### config.mk
export PLATFORM = sky130hd
export DESIGN_NAME = spi_register_bank
export DESIGN_NICKNAME = d
export VERILOG_FILES = /design/src/rtl/spi_regbank_pkg.sv /design/src/rtl/spi_regbank_addr_tracker.sv /design/src/rtl/spi_register_bank.sv
export SDC_FILE = /design/constraint.sdc
export NUM_CORES = 1
export LEC_CHECK = 0
export ABC_AREA = 1
export CAP_MARGIN = 0
export CORE_ASPECT_RATIO = 0.9
export CORE_MARGIN = 10
export CORE_UTILIZATION = 42
export CTS_CLUSTER_DIAMETER = 40
export DETAILED_ROUTE_END_ITERATION = 6
export PLACE_DENSITY = 0.8
export SYNTH_ARGS = -nofsm -noshare
export SYNTH_HDL_FRONTEND = slang
export SYNTH_SLANG_ARGS = --single-unit
### constraint.sdc
create_clock -name clk -period 7.6 [get_ports clk]
set_clock_uncertainty 0.15 [all_clocks]
set_input_delay 1.14 -clock clk [delete_from_list [all_inputs] [get_ports clk]]
set_output_delay 1.14 -clock clk [all_outputs]
set_load 0.1 [all_outputs]
### src/rtl/spi_regbank_pkg.sv
// Shared constants and helpers for the SPI command/register engine.
// Covers command byte field positions, fixed register addresses and default control bit indices.
package spi_regbank_pkg;

  localparam int CMD_WRITE_BIT = 7;
  localparam int CMD_ADDR_MSB  = 6;
  localparam int CMD_ADDR_LSB  = 0;

  localparam logic [6:0] REG_CONTROL = 7'h00;
  localparam logic [6:0] REG_STATUS  = 7'h00;
  localparam logic [6:0] REG_RESULT  = 7'h01;
  localparam logic [6:0] REG_ID      = 7'h7F;

  localparam int CTRL_RUN       = 0;
  localparam int CTRL_PHASE_ADJ = 2;
  localparam int CTRL_RESET_CLK = 4;
  localparam int CTRL_CLEAR_ERR = 8;

  // Burst successor: the last mapped register wraps to 0, anything else steps mod 128.
  function automatic logic [6:0] advance_addr(input logic [6:0] addr, input int num_regs);
    if (addr == 7'(num_regs - 1)) begin
      return 7'h00;
    end else begin
      return addr + 7'h01;
    end
  endfunction

endpackage

### src/rtl/spi_regbank_addr_tracker.sv
// Holds the current register address and write flag for the SPI register bank.
// A command takes priority over a word arriving in the same cycle; words advance the burst address.
module spi_regbank_addr_tracker
  import spi_regbank_pkg::*;
#(
  parameter int NUM_REGS       = 7,
  parameter int AUTO_INCREMENT = 1
) (
  input  logic       clk,
  input  logic       reset,
  input  logic [7:0] command,
  input  logic       command_ready,
  input  logic       word_rx_complete,
  output logic [6:0] addr,
  output logic       wr,
  output logic [6:0] read_addr,
  output logic       word_accept,
  output logic       load
);

  logic [6:0] addr_r;
  logic       wr_r;
  logic       wr_next_s;

  // Next address/flag selection; read_addr is the address the parent reads for the reload.
  always_comb begin
    word_accept = word_rx_complete & ~command_ready;
    load        = command_ready | word_rx_complete;
    read_addr   = addr_r;
    wr_next_s   = wr_r;
    if (command_ready) begin
      read_addr = command[CMD_ADDR_MSB:CMD_ADDR_LSB];
      wr_next_s = command[CMD_WRITE_BIT];
    end else if (word_rx_complete && (AUTO_INCREMENT != 0) && (addr_r != REG_ID)) begin
      read_addr = advance_addr(addr_r, NUM_REGS);
    end else begin
      read_addr = addr_r;
    end
  end

  // Address and write flag registers.
  always_ff @(posedge clk or posedge reset) begin
    if (reset) begin
      addr_r <= 7'h00;
      wr_r   <= 1'b0;
    end else begin
      addr_r <= read_addr;
      wr_r   <= wr_next_s;
    end
  end

  assign addr = addr_r;
  assign wr   = wr_r;

endmodule

### src/rtl/spi_register_bank.sv
// Command/register engine between simple_spi and the measurement core: read mux, storage,
// control pulses/levels and a saturating illegal-write counter.
module spi_register_bank
  import spi_regbank_pkg::*;
#(
  parameter int                  DATA_WIDTH     = 32,
  parameter int                  NUM_REGS       = 7,
  parameter logic [DATA_WIDTH-1:0] DEVICE_ID    = 32'hC001CAFE,
  parameter logic [DATA_WIDTH-1:0] PULSE_MASK   = 32'h0000_0005,
  parameter logic [DATA_WIDTH-1:0] LATCH_MASK   = 32'h0000_0010,
  parameter int                  CLEAR_ERR_BIT  = CTRL_CLEAR_ERR,
  parameter int                  AUTO_INCREMENT = 1
) (
  input  logic                             clk,
  input  logic                             reset,
  input  logic [7:0]                       command,
  input  logic                             command_ready,
  input  logic [DATA_WIDTH-1:0]            word_received,
  input  logic                             word_rx_complete,
  output logic [DATA_WIDTH-1:0]            word_to_output,
  input  logic [DATA_WIDTH-1:0]            status_in,
  input  logic [DATA_WIDTH-1:0]            result_in,
  output logic [DATA_WIDTH-1:0]            control_pulse,
  output logic [DATA_WIDTH-1:0]            control_level,
  output logic [(NUM_REGS-2)*DATA_WIDTH-1:0] regs_flat,
  output logic [NUM_REGS-1:0]              reg_write_strobe,
  output logic [7:0]                       error_count
);

  logic [6:0]            addr_s;
  logic                  wr_s;
  logic [6:0]            read_addr_s;
  logic                  word_accept_s;
  logic                  load_s;
  logic                  wr_ctrl_s;
  logic                  wr_store_s;
  logic                  wr_illegal_s;
  logic [DATA_WIDTH-1:0] read_val_s;

  spi_regbank_addr_tracker #(
    .NUM_REGS       (NUM_REGS),
    .AUTO_INCREMENT (AUTO_INCREMENT)
  ) u_addr_tracker (
    .clk              (clk),
    .reset            (reset),
    .command          (command),
    .command_ready    (command_ready),
    .word_rx_complete (word_rx_complete),
    .addr             (addr_s),
    .wr               (wr_s),
    .read_addr        (read_addr_s),
    .word_accept      (word_accept_s),
    .load             (load_s)
  );

  // Classify an accepted write word by the current address.
  always_comb begin
    wr_ctrl_s    = word_accept_s & wr_s & (addr_s == REG_CONTROL);
    wr_store_s   = word_accept_s & wr_s & (addr_s >= 7'h02) & (addr_s <= 7'(NUM_REGS - 1));
    wr_illegal_s = word_accept_s & wr_s & ~wr_ctrl_s & ~wr_store_s;
  end

  // Read mux; a storage write in this cycle is forwarded when the reload targets the same register.
  always_comb begin
    read_val_s = {DATA_WIDTH{1'b0}};
    if (read_addr_s == REG_STATUS) begin
      read_val_s = status_in;
    end else if (read_addr_s == REG_RESULT) begin
      read_val_s = result_in;
    end else if (read_addr_s == REG_ID) begin
      read_val_s = DEVICE_ID;
    end else begin
      for (int i = 0; i < NUM_REGS - 2; i++) begin
        read_val_s = (read_addr_s != 7'(i + 2)) ? read_val_s :
                     (wr_store_s && (addr_s == read_addr_s)) ? word_received :
                     regs_flat[i*DATA_WIDTH +: DATA_WIDTH];
      end
    end
  end

  // Output word, storage, control outputs, strobes and error counter.
  always_ff @(posedge clk or posedge reset) begin
    if (reset) begin
      word_to_output   <= {DATA_WIDTH{1'b0}};
      control_pulse    <= {DATA_WIDTH{1'b0}};
      control_level    <= {DATA_WIDTH{1'b0}};
      regs_flat        <= {((NUM_REGS-2)*DATA_WIDTH){1'b0}};
      reg_write_strobe <= {NUM_REGS{1'b0}};
      error_count      <= 8'h00;
    end else begin
      control_pulse    <= {DATA_WIDTH{1'b0}};
      reg_write_strobe <= {NUM_REGS{1'b0}};
      if (load_s) begin
        word_to_output <= read_val_s;
      end
      if (wr_ctrl_s) begin
        control_pulse       <= word_received & PULSE_MASK;
        control_level       <= word_received & LATCH_MASK;
        reg_write_strobe[0] <= 1'b1;
        if (word_received[CLEAR_ERR_BIT]) begin
          error_count <= 8'h00;
        end
      end
      for (int i = 0; i < NUM_REGS - 2; i++) begin
        if (wr_store_s && (addr_s == 7'(i + 2))) begin
          regs_flat[i*DATA_WIDTH +: DATA_WIDTH] <= word_received;
          reg_write_strobe[i+2]                 <= 1'b1;
        end
      end
      if (wr_illegal_s && (error_count != 8'hFF)) begin
        error_count <= error_count + 8'h01;
      end
    end
  end

endmodule

==> results of run 1 <==
==> critical path: cells and delay by family <==
kind / cells / cell delay [ns]
AO/OA/AOI/OAI: 2 / 0.71
AND/OR/NAND/NOR: 6 / 0.96
buffers and inverters: 5 / 1.77
==> where the power goes <==
part,internal [mW],total (mW),switching (mW)
clock,1.08,1.70,0.621
combinational,0.189,0.902,0.713
sequential,1.21,1.26,0.0513
total,2.48,3.87,1.39
==> stage by stage <==
step / cells / instance area [um^2] / hold slack [ns] / utilization, %
3_3_place_gp: 2138 / 14500 / 0.309 / 54.0
5_1_grt: 2206 / 15800 / 0.345 / 58.8
3_5_place_dp: 2138 / 14500 / 0.313 / 54.0
4_1_cts: 2205 / 15800 / 0.325 / 58.8
6_report: 2206 / 15800 / 0.326 / 58.8
2_1_floorplan: 1593 / 11600 / 0.286 / -
==> how the worst max path moves through the flow <==
stage,start,to,slack [ns],depth (start not counted)
6_report,command_ready,word_to_output[24],3.21,13
5_1_grt,command_ready,word_to_output[1],2.84,13
3_3_place_gp,command_ready,word_to_output[30],2.76,13
4_1_cts,command_ready,word_to_output[24],3.22,13
2_1_floorplan,reset,control_level[4],0.37,1
3_5_place_dp,command_ready,word_to_output[4],2.71,13
==> area by class of cell <==
| cell class | count | area [um^2] | share of cell area, % |
|---|---|---|---|
| antenna | 1 | 2.50 | 0.0158 |
| clock inverter | 24 | 265 | 1.68 |
| clock buffer | 43 | 1020 | 6.46 |
| inverter | 166 | 631 | 3.99 |
| timing repair buffer | 325 | 3230 | 20.4 |
| sequential | 217 | 5430 | 34.3 |
| multi-input combinational | 1076 | 4790 | 30.3 |
| tap | 354 | 443 | 2.80 |
==> sequential cells by signal (all words and copies together) (netlist names) <==
register / flops
word_to_output: 32
control_pulse: 2
u_addr_tracker.wr: 1
reg_write_strobe: 6
u_addr_tracker.addr: 7
regs_flat: 160
error_count: 8
control_level: 1
==> cell families (layout without fill, tap and decap cells) <==
| group | Yosys count | in the layout | synth area share (%) |
|---|---|---|---|
| AOI/OAI and AO/OA | 232 | 232 | 10.5 |
| xor gates and xnor gates | 3 | 3 | 0.231 |
| adders and majority gates | 5 | 5 | 0.549 |
| buffers and inverters | 300 | 558 | 12.5 |
| DFF | 217 | 217 | 47.7 |
| other | 1 | 63 | 0.0329 |
| and+or+nand+nor | 774 | 774 | 28.5 |
==> layer usage <==
layer	wire (um)	vias up	track usage [%]
met2	20300	618	40.2
met5	0	-	0
met3	5540	84	9.39
met1	16100	5283	28.8
li1	-	5246	-
met4	1200	0	7.65
==> placed cells by master (no fill, tap or decap), types with 2 or more instances in the layout <==
cell             instances
clkinv_2                 3
o21ai_0                189
ha_1                     5
nor2_1                  62
or2_0                    8
or2_2                   27
dfrtp_1                217
xor2_1                   3
inv_6                    6
nand3_2                  4
conb_1                  62
clkinv_4                 4
o32ai_1                  2
clkbuf_16               39
inv_1                  160
a21oi_1                 19
clkdlybuf4s50_1        316
inv_2                    5
buf_4                    9
o22ai_1                  3
o21ai_1                 15
nand2_4                  2
nand2_1                556
nand2_2                  9
nor2_8                   2
clkinvlp_4               6
bufinv_16                3
inv_8                    2
nand4_1                  5
or2_1                    4
nor3_2                   2
nor4_1                   2
nor2_2                   6
clkbuf_8                 3
nand3_1                 77
nor3_1                   5
==> results.cfg, run 1 <==
[setup_path]
arrival_ns = 4.63
worstPathCellList = clkdlybuf4s50_1, inv_2, o21ai_0, nand3_2, nor2_8, nand2_2, nor2_2, buf_4, inv_1, o21ai_0, inv_1, nand2_1, nand2_1
rrSetupSlack_ns = 3.67
start_kind = primary input
crit_slowest_cell = clkdlybuf4s50_1
cp_max_fo = 40
reg2reg_from = u_addr_tracker.addr[1]
rr_worst_depth = 17
reg2reg_to = word_to_output[24]
cpPeakStageDelay_ns = 0.63
setup.worst_path.class = in2reg
end_kind = flop
required_ns = 7.83

[clock_tree]
cts-root-buf = clkbuf_16
cts-buffers-inserted = 37
cts_sinks = 217
cts_tree = done
holdBufCountCts = 0
clk_latency_ns = 0.51
post-cts-setup-buffers = 0
cts_resized = 0
cts.clk_slew.worst_paths_ns = 0.05
cts_htree_levels = 2
cts.path.max_buffers = 3

[timing]
setup_viol_count_final = 0
rsz0062_at_grt = false
drv_slew = 0
fmax_ghz = 0.228
finalCritPeriodShare_pct = 57.8
finalHoldViolations = 0
max_slew_margin_pct = 20.2
worst_pin_slew_ns = 1.19
setup_ws_ns = 3.21
fin_crit_ns = 4.39
finalSetupTns_ns = 0

[die]
die_area_um2 = 34100
io_pins = 379
die_width_um = 194
design.core.area_um2 = 26900
die_y_um = 176
rows = 57
initial_core_util_pct = 42.4

[place]
place.gp.congestion = 0.944
dp_hpwl_mm = 31.9
place_ws_ns = 2.71
io_buffers = 316

[synthesis]
synth-edff-count = 0
synth_top_cell_by_area = dfrtp_1
ys_types = 37
yosysTopAreaCellShare_pct = 47.7
syn_area_per_cell_um2 = 7.43
synth_area_um2 = 11400
ys_seq_area_share_pct = 47.7
synth-async-reset-ratio_pct = 100
netlist_top_cells_area = dfrtp_1 48%, nand2_1 18%, o21ai_0 8.3%, inv_1 5.3%, buf_4 4.5%
synth_cells = 1532
yosys_warnings = 0
synth_common_cells = 558 x nand2_1, 217 x dfrtp_1, 189 x o21ai_0
synth_flop_cell = dfrtp_1
synth_seq_cells = 217
synth.most_common_cell = nand2_1

[global_routing]
grt_first_pass_wirelength_mm = 66.7
antenna_found_initial = 1
grtUsageTotal_pct = 24.3
grt_pass1_vias = 11400
grt_overflow = 0
grt_max_degree = 91

[route]
drtAntennaViolNets = 0
avgViaCountPerCell = 5.09
drc = 0
drt_iter0_drc = 938
vias = 11200
drt-total-wl_mm = 43.1
wl_per_cell_um = 19.5
detail_route.first_pass.iterations = 6

[layout]
final_nets = 1936
areaGrowthSynthToFinish_pct = 38.8
fill_cells = 2414
drive_above_1_share_pct = 7.40

[worst_hold_path]
min_path_cells = 2
min_to = word_to_output[13]
worstHoldStart = word_to_output[13]
hp-class = reg2reg

[outcome]
status = finished clean

[pwr]
total_power_mw = 3.87
leakage_nw = 7.83
power_density_nw_per_um2 = 245
irDropWorstVdd_mv = 0.338

[flow_run]
cap_violations = 0
(Power assumes the default switching activity.)
==> run 2, diff against run 1 <==
--- a/config.mk
+++ b/config.mk
@@ -9,10 +9,10 @@
 export CAP_MARGIN = 0
 export CORE_ASPECT_RATIO = 0.9
 export CORE_MARGIN = 10
-export CORE_UTILIZATION = 42
+export CORE_UTILIZATION = 45
 export CTS_CLUSTER_DIAMETER = 40
 export DETAILED_ROUTE_END_ITERATION = 6
-export PLACE_DENSITY = 0.8
+export PLACE_DENSITY = 0.82
 export SYNTH_ARGS = -nofsm -noshare
 export SYNTH_HDL_FRONTEND = slang
 export SYNTH_SLANG_ARGS = --single-unit
==> constraint.sdc (replaced) <==
create_clock -name clk -period 4.4 [get_ports clk]
set_clock_uncertainty 0.15 [all_clocks]
set_input_delay 0.66 -clock clk [delete_from_list [all_inputs] [get_ports clk]]
set_output_delay 0.66 -clock clk [all_outputs]
set_load 0.1 [all_outputs]
==> results.cfg, run 2 (synthesized netlist as in run 1, its figures left out) <==
[global_routing]
grt_max_degree = 73
grt_first_pass_wirelength_mm = 64.1
grtUsageTotal_pct = 25.2
grt_overflow = 0
antenna_found_initial = 1
grt_pass1_vias = 11200

[worst_hold_path]
worstHoldStart = u_addr_tracker.wr
hp-class = reg2reg

[timing]
fmax_ghz = 0.279
fin_crit_ns = 3.58
max_slew_margin_pct = 24.1
drv_slew = 0
setup_ws_ns = 0.817
finalHoldViolations = 0
setup_viol_count_final = 0
finalCritPeriodShare_pct = 81.4
worst_pin_slew_ns = 1.14
finalSetupTns_ns = 0
rsz0062_at_grt = false

[place]
dp_hpwl_mm = 31.3
dp_cells = 2135
place.gp.congestion = 0.913
place_ws_ns = 0.337
io_buffers = 316

[route]
drt_iter0_drc = 1005
drtAntennaViolNets = 0
detail_route.first_pass.iterations = 6
wl_per_cell_um = 19.0
vias = 11100
drc = 0
avgViaCountPerCell = 5.03
drt-total-wl_mm = 41.9

[layout]
final_nets = 1946
reg.largest.list = regs_flat: 160 flops, word_to_output: 32 flops, error_count: 8 flops
drive_above_1_share_pct = 7.84
largest_reg_flops = 160
fill_cells = 2144
finalNonFillerCells = 2206
areaGrowthSynthToFinish_pct = 40.5
mostFrequentLayoutCell = nand2_1
max_flop_register = regs_flat
final_cell_mix = 556 x nand2_1, 316 x clkdlybuf4s50_1, 217 x dfrtp_1

[clock_tree]
cts_sinks = 217
cts-buffers-inserted = 38
post-cts-setup-buffers = 0
holdBufCountCts = 0
clk_latency_ns = 0.53
cts.clk_slew.worst_paths_ns = 0.05
cts-root-buf = clkbuf_16
cts_htree_levels = 2
cts_tree = done
cts.path.max_buffers = 3
cts_resized = 0

[setup_path]
cp_max_fo = 30
setup.worst_path.class = reg2reg
arrival_ns = 3.83
crit_path_start = u_addr_tracker.addr[1]
start_kind = flop
reg2reg_from = u_addr_tracker.addr[1]
required_ns = 4.65
end_kind = flop

[die]
io_pins = 379
die_width_um = 188
die_area_um2 = 32100
die_y_um = 171
design.core.area_um2 = 25000
initial_core_util_pct = 45.5
rows = 55

[flow_run]
cap_violations = 0

[pwr]
total_power_mw = 6.92
leakage_nw = 7.93
irDropWorstVdd_mv = 0.525
power_density_nw_per_um2 = 433

[outcome]
status = finished clean
## run 2: power by group
| group | internal [mW] | switching, mW | total (mW) |
|---|---|---|---|
| combinational | 0.332 | 1.23 | 1.56 |
| sequential | 2.09 | 0.0897 | 2.18 |
| clock | 2.10 | 1.08 | 3.18 |
| total | 4.52 | 2.40 | 6.92 |
## run 2: layer usage
layer	routed length [um]	GRT usage (%)	part of all wire, %	vias up
li1	-	-	-	5261
met1	16200	29.6	39	5198
met2	19300	40.3	46	548
met3	4870	10.0	12	90
met4	1590	10.5	3.8	0
met5	0	0	0	-
## run 2: final timing paths
check	to	slack [ns]	depth (start not counted)
min reg2reg	u_addr_tracker.wr	0.32	2
max	word_to_output[23]	0.82	20
min	u_addr_tracker.wr	0.32	2
min in group asynchronous	regs_flat[19]	0.50	2
max reg2reg	word_to_output[23]	0.82	20
max in group asynchronous	word_to_output[8]	2.73	3
## run 2: through the flow
stage / utilization, % / cell area [um^2] / hold WS, ns
final: 63.9 / 16000 / 0.325
after global routing: 63.9 / 16000 / 0.353
after CTS: 63.9 / 16000 / 0.329
after detailed placement: 58.3 / 14600 / 0.315
after global placement: 58.3 / 14600 / 0.312
after floorplan: - / 11600 / 0.286
## run 2: critical path: stages (launching register included)
cell and delay [ns]:
dfrtp_1 0.50, ha_1 0.28, nand2_1 0.11, nor2_1 0.19, inv_1 0.05, o21ai_1 0.09, nand2_1 0.08, nand3_2 0.08
nand3_2 0.11, nor2_8 0.41, nand2_1 0.15, inv_2 0.51, nand2_1 0.14, nand3_1 0.16, nand2_1 0.07, nand2_1 0.08
nand2_1 0.05, nand2_1 0.08, nand2_1 0.05, nand2_1 0.06, nand2_1 0.05
## run 2: final cells by class
type / instances / area [um^2] / share of cell area [%]
flip-flops and latches: 217 / 5430 / 33.9
well taps: 342 / 428 / 2.67
multi-input cells: 1076 / 4790 / 29.9
clock inverters: 21 / 310 / 1.94
repair buffers: 334 / 3340 / 20.9
inverters: 166 / 627 / 3.92
diodes: 1 / 2.50 / 0.0156
clock buffers: 49 / 1070 / 6.71
==> run 3, diff against run 2 <==
--- a/config.mk
+++ b/config.mk
@@ -9,10 +9,10 @@
 export CAP_MARGIN = 0
 export CORE_ASPECT_RATIO = 0.9
 export CORE_MARGIN = 10
-export CORE_UTILIZATION = 45
+export CORE_UTILIZATION = 42
 export CTS_CLUSTER_DIAMETER = 40
 export DETAILED_ROUTE_END_ITERATION = 6
-export PLACE_DENSITY = 0.82
+export PLACE_DENSITY = 0.8
 export SYNTH_ARGS = -nofsm -noshare
 export SYNTH_HDL_FRONTEND = slang
 export SYNTH_SLANG_ARGS = --single-unit
==> constraint.sdc (replaced) <==
create_clock -name clk -period 3 [get_ports clk]
set_clock_uncertainty 0.15 [all_clocks]
set_input_delay 0.45 -clock clk [delete_from_list [all_inputs] [get_ports clk]]
set_output_delay 0.45 -clock clk [all_outputs]
set_load 0.1 [all_outputs]
==> results.cfg, run 3 (synthesized netlist as in run 1, its figures left out) <==
[route]
wl_per_cell_um = 18.6
drtAntennaViolNets = 0
drt-total-wl_mm = 42.0
drt_iter0_drc = 820
avgViaCountPerCell = 4.98
detail_route.first_pass.iterations = 5
drc = 0
vias = 11200

[pwr]
irDropWorstVdd_mv = 0.780
internal-power_mw = 6.21
comb_power_share_pct = 23.9
power_density_nw_per_um2 = 609
p_seq_share_pct = 32.9
clkPwrFrac_pct = 43.3
power_switching_mw = 3.52
leakage_nw = 8.46
swShare_pct = 36.2

[place]
dp_hpwl_mm = 31.9
post_dp_cell_area_um2 = 14600
place.gp.congestion = 0.919
io_buffers = 316
place_ws_ns = -0.142

[setup_path]
arrival_ns = 3.03
critPathTopFamily = simple AND/OR/NAND/NOR gates
setup.worst_path.class = reg2reg
start_kind = flop
end_kind = flop
path_common_cell = nand2_1
crit_slowest_cell = dfrtp_1
worstPathCellList = buf_6, nand3_4, o21ai_2, nand2_1, nand2_1, nand2_2, o21bai_4, nor2_8, buf_4, nand2_2, buf_6, clkinvlp_2, nand2_1, nand3_1, nor2_1, nand3_1, nand2_1, nand2_1
cpPeakStageDelay_ns = 0.42
worst-path-buf-inv = 4
required_ns = 3.24
cp_max_fo = 7

[layout]
diodes = 0
largest_reg_flops = 160
multi_input_area_um2 = 4870
fill_cells = 2426
drive_above_1_share_pct = 22.0
final_cell_mix = 551 x nand2_1, 245 x buf_4, 214 x dfrtp_1
areaGrowthSynthToFinish_pct = 40.4
seq_area_um2 = 5430
max_flop_register = regs_flat
final_nets = 1990
mostFrequentLayoutCell = nand2_1
reg.largest.list = regs_flat: 160 flops, word_to_output: 32 flops, error_count: 8 flops
fin_area_um2 = 16000

[global_routing]
grt_max_degree = 76
grt_overflow = 0
grt_first_pass_wirelength_mm = 64.5
antenna_found_initial = 0
grtUsageTotal_pct = 23.5
grt_pass1_vias = 11500

[die]
io_pins = 379
rows = 57
die_width_um = 194
design.core.area_um2 = 26900
die_area_um2 = 34100
die_y_um = 176
initial_core_util_pct = 42.4

[clock_tree]
cts_htree_levels = 2
cts.clk_slew.worst_paths_ns = 0.05
cts.path.max_buffers = 3
cts_sinks = 217
cts-root-buf = clkbuf_16
cts-buffers-inserted = 37
cts_tree = done
clk_latency_ns = 0.52

[timing]
worst_pin_slew_ns = 0.866
finalHoldViolations = 0
drv_slew = 0
setup_viol_count_final = 0
max_slew_margin_pct = 42.2
finalCritPeriodShare_pct = 92.9
fmax_ghz = 0.359
fin_crit_ns = 2.79
setup_ws_ns = 0.213

[outcome]
status = finished clean

[flow_run]
cap_violations = 0

[worst_hold_path]
hp-class = in2async
-- run 3: metrics by stage --
step	utilization, %	power [mW]	setup TNS, ns	cells	hold slack [ns]
after floorplan	-	4.97	-92.47	1593	0.286
after global placement	54.3	5.52	-0.902	2188	0.302
after detailed placement	54.3	5.54	-1.88	2188	0.311
after CTS	59.0	9.78	0	2254	0.153
after global routing	59.5	10.1	-0.113	2258	0.182
final	59.5	9.74	0	2258	0.156
-- run 3: worst paths after layout --
kind / from / endpoint / slack (ns) / depth (start not counted)
worst max-delay path: u_addr_tracker.addr[1] / word_to_output[2] / 0.21 / 18
worst min-delay path: reset / regs_flat[27] / 0.16 / 2
worst max register to register: u_addr_tracker.addr[1] / word_to_output[2] / 0.21 / 18
worst min register to register: u_addr_tracker.wr / u_addr_tracker.wr / 0.32 / 2
max in group asynchronous: reset / word_to_output[7] / 1.77 / 3
min in group clk: u_addr_tracker.wr / u_addr_tracker.wr / 0.32 / 2
-- run 3: layout make-up --
cell class / instances / area share (%)
Timing Repair Buffer: 378 / 21.0
Inverter: 166 / 3.94
Multi-Input combinational cell: 1076 / 30.5
Sequential cell: 217 / 34.0
Clock buffer: 45 / 6.41
Tap cell: 354 / 2.77
Timing Repair inverter: 1 / 0.0313
Clock inverter: 21 / 1.36
-- run 3: timing repair --
action,CTS,global route
setup buffers,0,3
endpoints found under the setup margin,0,28
resized for setup,0,35
hold buffers,0,0
-- run 3: metal layers --
| metal | track usage [%] | share of wire (%) | up-vias |
|---|---|---|---|
| met2 | 40.2 | 48 | 512 |
| met3 | 7.49 | 10 | 78 |
| met1 | 27.5 | 39 | 5301 |
| li1 | - | - | 5345 |
| met4 | 7.88 | 3.0 | 0 |
| met5 | 0 | 0 | - |
-- run 3: power by group through the flow --
stage | registers, mW | logic (mW) | clock network [mW]
floorplan | 4.15 | 0.819 | 0
global placement | 3.24 | 2.29 | 0
detailed placement | 3.24 | 2.30 | 0
CTS | 3.20 | 2.31 | 4.27
global route | 3.22 | 2.44 | 4.40
finish | 3.20 | 2.32 | 4.21
